`config.mk`:
```
export PLATFORM = sky130hd
export DESIGN_NAME = cmd_link
export DESIGN_NICKNAME = d
export VERILOG_FILES = /design/src/rtl/cmd_link_pkg.sv /design/src/rtl/cmd_link.sv
export SDC_FILE = /design/constraint.sdc
export NUM_CORES = 1
export LEC_CHECK = 0
export BUFFER_PORTS_ARGS = -buffer_cell sky130_fd_sc_hd__buf_4
export CORE_ASPECT_RATIO = 1.25
export CORE_MARGIN = 2
export CORE_UTILIZATION = 55
export DETAILED_ROUTE_END_ITERATION = 8
export GPL_ROUTABILITY_DRIVEN = 1
export PLACE_DENSITY = 0.89
export SYNTH_ARGS = -nofsm -noshare
export SYNTH_HDL_FRONTEND = slang
export SYNTH_SLANG_ARGS = --single-unit
```
`constraint.sdc`:
```
create_clock -name clk -period 11.25 [get_ports clk]
set_input_delay 2.25 -clock clk [delete_from_list [all_inputs] [get_ports clk]]
set_output_delay 2.25 -clock clk [all_outputs]
set_load 0.01 [all_outputs]
```
`src/rtl/cmd_link_pkg.sv`:
```
// Shared definitions for the command-bus host link: FSM state encoding and
// the number of bytes that make up one command or response word.
package cmd_link_pkg;

    typedef enum logic [1:0] {
        C_LINK_S_RX    = 2'd0,
        C_LINK_S_ISSUE = 2'd1,
        C_LINK_S_WAIT  = 2'd2,
        C_LINK_S_TX    = 2'd3
    } link_state_e;

    localparam int C_LINK_BYTES = 4;
    localparam logic [1:0] C_LINK_LAST_BYTE = 2'(C_LINK_BYTES - 1);

endpackage

```
`src/rtl/cmd_link.sv`:
```
// Host-side command bus initiator: gathers four rx bytes into a command word,
// strobes it to the decoders, samples the response and streams it out as four bytes.
module cmd_link
    import cmd_link_pkg::*;
#(
    parameter int RSP_WAIT       = 1,
    parameter int TIMEOUT_CYCLES = 1000000
) (
    input  logic        clk,
    input  logic        rst,
    input  logic [7:0]  rx_data,
    input  logic        rx_valid,
    output logic        rx_ready,
    output logic [7:0]  tx_data,
    output logic        tx_valid,
    input  logic        tx_ready,
    output logic        run,
    output logic [31:0] cmd,
    input  logic [31:0] rsp,
    output logic        busy,
    output logic        err_timeout,
    output logic [15:0] n_cmds
);

    localparam int WW = $clog2(RSP_WAIT + 1);
    localparam int IW = $clog2(TIMEOUT_CYCLES);

    link_state_e   state_q, state_d;
    logic [1:0]    cnt_q, cnt_d;
    logic [31:0]   asm_q, asm_d;
    logic [31:0]   cmd_q, cmd_d;
    logic [31:0]   shift_q, shift_d;
    logic [WW-1:0] wait_q, wait_d;
    logic [IW-1:0] idle_q, idle_d;
    logic [15:0]   n_cmds_q, n_cmds_d;
    logic          err_q, err_d;

    always_ff @(posedge clk or posedge rst) begin
        if (rst) begin
            state_q  <= C_LINK_S_RX;
            cnt_q    <= '0;
            asm_q    <= '0;
            cmd_q    <= '0;
            shift_q  <= '0;
            wait_q   <= '0;
            idle_q   <= '0;
            n_cmds_q <= '0;
            err_q    <= 1'b0;
        end else begin
            state_q  <= state_d;
            cnt_q    <= cnt_d;
            asm_q    <= asm_d;
            cmd_q    <= cmd_d;
            shift_q  <= shift_d;
            wait_q   <= wait_d;
            idle_q   <= idle_d;
            n_cmds_q <= n_cmds_d;
            err_q    <= err_d;
        end
    end

    always_comb begin
        state_d  = state_q;
        cnt_d    = cnt_q;
        asm_d    = asm_q;
        cmd_d    = cmd_q;
        shift_d  = shift_q;
        wait_d   = wait_q;
        idle_d   = idle_q;
        n_cmds_d = n_cmds_q;
        err_d    = 1'b0;

        case (state_q)
            C_LINK_S_RX: begin
                if (rx_valid) begin
                    asm_d  = {asm_q[23:0], rx_data};
                    idle_d = '0;
                    if (cnt_q == C_LINK_LAST_BYTE) begin
                        cnt_d   = '0;
                        cmd_d   = {asm_q[23:0], rx_data};
                        state_d = C_LINK_S_ISSUE;
                    end else begin
                        cnt_d = cnt_q + 2'd1;
                    end
                end else if (cnt_q != 2'd0) begin
                    // A stalled partial command is dropped so the next byte starts a fresh word.
                    if (idle_q == IW'(TIMEOUT_CYCLES - 1)) begin
                        cnt_d  = '0;
                        asm_d  = '0;
                        idle_d = '0;
                        err_d  = 1'b1;
                    end else begin
                        idle_d = idle_q + 1'b1;
                    end
                end
            end
            C_LINK_S_ISSUE: begin
                wait_d   = WW'(RSP_WAIT);
                n_cmds_d = n_cmds_q + 16'd1;
                state_d  = C_LINK_S_WAIT;
            end
            C_LINK_S_WAIT: begin
                wait_d = wait_q - 1'b1;
                if (wait_q == WW'(1)) begin
                    shift_d = rsp;
                    state_d = C_LINK_S_TX;
                end
            end
            C_LINK_S_TX: begin
                if (tx_ready) begin
                    shift_d = {shift_q[23:0], 8'h00};
                    if (cnt_q == C_LINK_LAST_BYTE) begin
                        cnt_d   = '0;
                        state_d = C_LINK_S_RX;
                    end else begin
                        cnt_d = cnt_q + 2'd1;
                    end
                end
            end
            default: state_d = C_LINK_S_RX;
        endcase
    end

    // rx_ready is gated by rst so the source never sees a handshake while reset is held.
    assign rx_ready    = (state_q == C_LINK_S_RX) && !rst;
    assign tx_valid    = (state_q == C_LINK_S_TX);
    assign tx_data     = shift_q[31:24];
    assign run         = (state_q == C_LINK_S_ISSUE);
    assign cmd         = cmd_q;
    assign busy        = !((state_q == C_LINK_S_RX) && (cnt_q == 2'd0));
    assign err_timeout = err_q;
    assign n_cmds      = n_cmds_q;

endmodule
```
==> run metrics <==
status=complete, no violations; Synth warnings=0; Bufs on Longest Clock Path=2; Tot GR Track Use=22.4%; cell repeated most along the worst path=buf_4; die height=around 120 um; minimum clock period=between 4 and 5 ns; Clock Skew=0.0103 ns; slowest CP cell=buf_4; full die area=11700 sq um; 1st-iter DRT viols=334; cells after synthesis=between 500 and 600; post-DR vias/cell=between 5 and 6; number of global-route vias before repair=4417; CP Data Arrival Time=2.60 ns; most frequent cells after synthesis=dfrtp_1 (130), nand2_1 (77), o21ai_0 (40); Max Cap Viol=0; delay-heaviest family, CP=buffers and inverters; synthesis-to-layout area growth=22.0%; GP Congestion=0.838; final net count=688; WL/cell=16.6 um; fmax=0.206 GHz; Slew headroom=between 20% and 30%; top-count cell post-synth=dfrtp_1; Slew @ Worst Pin=1.12 ns; Sink Count=130; Distinct cells, synth=53; average cell area after synthesis=10.9 sq um; R2R depth=6; WL final=13000 um; top cells by area, synth=dfrtp_1 (55%), mux2_2 (6.2%), nand2_1 (4.8%); CP cell instances=buf_4 > nor2b_1 > buf_4; cell area power density=258 nW/um^2; Final Hold Vio Count=0; total placed cells including tap cells=749; gr ovfl total=0; Inserted Diodes=0; area of the core=between 10000 and 15000 sq um; unrepaired setup endpoints after global routing=false; min-delay worst type=reg2reg; Reg clk slew, reported paths=0.05 ns; post-route ant nets=0; CTS Root Cell=clkbuf_16; Post-synth EDFFs=0; hold_ws=0.470 ns; first-pass GRT wire length=21100 um; WHS Path Cells=1; via count=4530; total number of cells along the worst setup path=3; largest net degree at the start of global routing=84; CP required=9.00 ns; drt drc=0; num rows=42; setup bufs post-CTS=0; 1st-pass router iterations=5; top_reg_cell synth=dfrtp_1; cts hold-fix bufs=0; layout cell share with drive strength beyond 1=roughly 29%; post-synthesis sequential area ratio=54.5%; DP HPWL=8530 um; Slew Limit Fails=0; final cell count without fillers=780; Die W=between 90 and 100 um; CTS tree=built; critical-path maximum fanout=2; final instance area=7280 sq um; Resize count post-CTS=0; CTS Buf Count=17; synthesized flop and latch total=130; crit path buf inv count=2; fill cell count=roughly 730; syn_nets=599; Starting Density=56.5%; crit path kind=in2out; Worst setup SP type=primary input; Util after Layout=68.9%; initial antenna violation count=0; Tcrit/Tclk final=43.1%; post-synthesis async set-or-reset flop share=100%; total negative setup slack=0 ns; total leakage power=3.38 nW; final setup fails=0; H-Tree Depth=4; Yosys top cell by area=dfrtp_1; CP endpoint kind=output port; later-pin clock latency in the skew report=0.41 ns; Yosys top cell area share=a little over half; Netlist Area Pre-Place=5970 sq um; placed instance area=around 6700 sq um; maximum vdd drop=0.193 mV; Max stage delay on crit path=between 0.1 and 0.15 ns; I/O Pins=105; I/O Buffers=104
## where the power goes
part	total [W]	internal [W]	switching [W]
clock	0.000500	0.000302	0.000198
combinational	0.000621	0.000289	0.000332
sequential	0.000756	0.000641	0.000116
## sequential cells by signal, indices dropped and copies added, names as in the netlist
signal	flops
asm_q	24
n_cmds	16
wait_q	1
shift_q	32
err_timeout	1
state_q	2
cnt_q	2
cmd	32
idle_q	20
## worst paths after layout
kind | from | to | slack (ns)
max | rst | rx_ready | 6.40
min | n_cmds[15] | n_cmds[15] | 0.47
max reg2reg | state_q[0] | shift_q[8] | 8.54
min reg2reg | n_cmds[15] | n_cmds[15] | 0.47
max in group asynchronous | rst | asm_q[4] | 7.91
min in group asynchronous | rst | idle_q[0] | 1.91
## kinds of logic after synthesis
| kind of cell | synth area share [%] |
|---|---|
| and+or+nand+nor | 16.1 |
| DFF | 54.5 |
| adders and majority gates | 1.68 |
| AOI/OAI and AO/OA | 9.19 |
| xor gates and xnor gates | 3.23 |
| buffers and inverters | 4.38 |
| muxes | 10.9 |
## worst reg2reg max path, cell delays in order, from the launching register on
cell and delay, ns:
dfrtp_1 0.40, ha_2 0.18, buf_4 0.44, mux2i_1 0.36, nor2_4 0.93, nor2_1 0.14, a21oi_1 0.18
## area by class of cell
type                    count  area (sq um)  area share, %
inverters                  11          43.8          0.602
repair buffers            108           811           11.1
clock buffers              18           429           5.90
multi-input cells         368          2460           33.8
clock inverters            13           116           1.60
well taps                 132           165           2.27
flip-flops and latches    130          3250           44.7
## metrics by stage
step | total power [W] | setup slack, ns
3_5_place_dp | 0.00138 | 6.39
3_3_place_gp | 0.00133 | 6.39
4_1_cts | 0.00189 | 6.40
5_1_grt | 0.00199 | 6.38
2_1_floorplan | 0.00116 | 5.53
6_report | 0.00188 | 6.40
## cells in the final DEF, fill, tap and decap left out, types with 10 or more instances in the layout
master | Yosys | final
a21oi_1 | 26 | 26
and3_1 | 11 | 11
buf_4 | 8 | 108
clkbuf_16 | 0 | 17
dfrtp_1 | 130 | 130
inv_1 | 11 | 10
mux2_2 | 33 | 33
mux2i_1 | 28 | 28
nand2_1 | 77 | 77
nand4_1 | 11 | 11
nor2_1 | 28 | 27
o21ai_0 | 40 | 40
xnor2_1 | 10 | 10
xor2_1 | 12 | 12
## per-layer routing
metal,vias to the layer above,wire (um),track usage [%],share of wire (%)
met5,-,0,0,0
met1,2262,5270,27.3,41
met2,138,6760,38.4,52
li1,2098,-,-,-
met3,32,573,5.20,4.4
met4,0,353,9.77,2.7
Power figures use the tool's default switching activity.
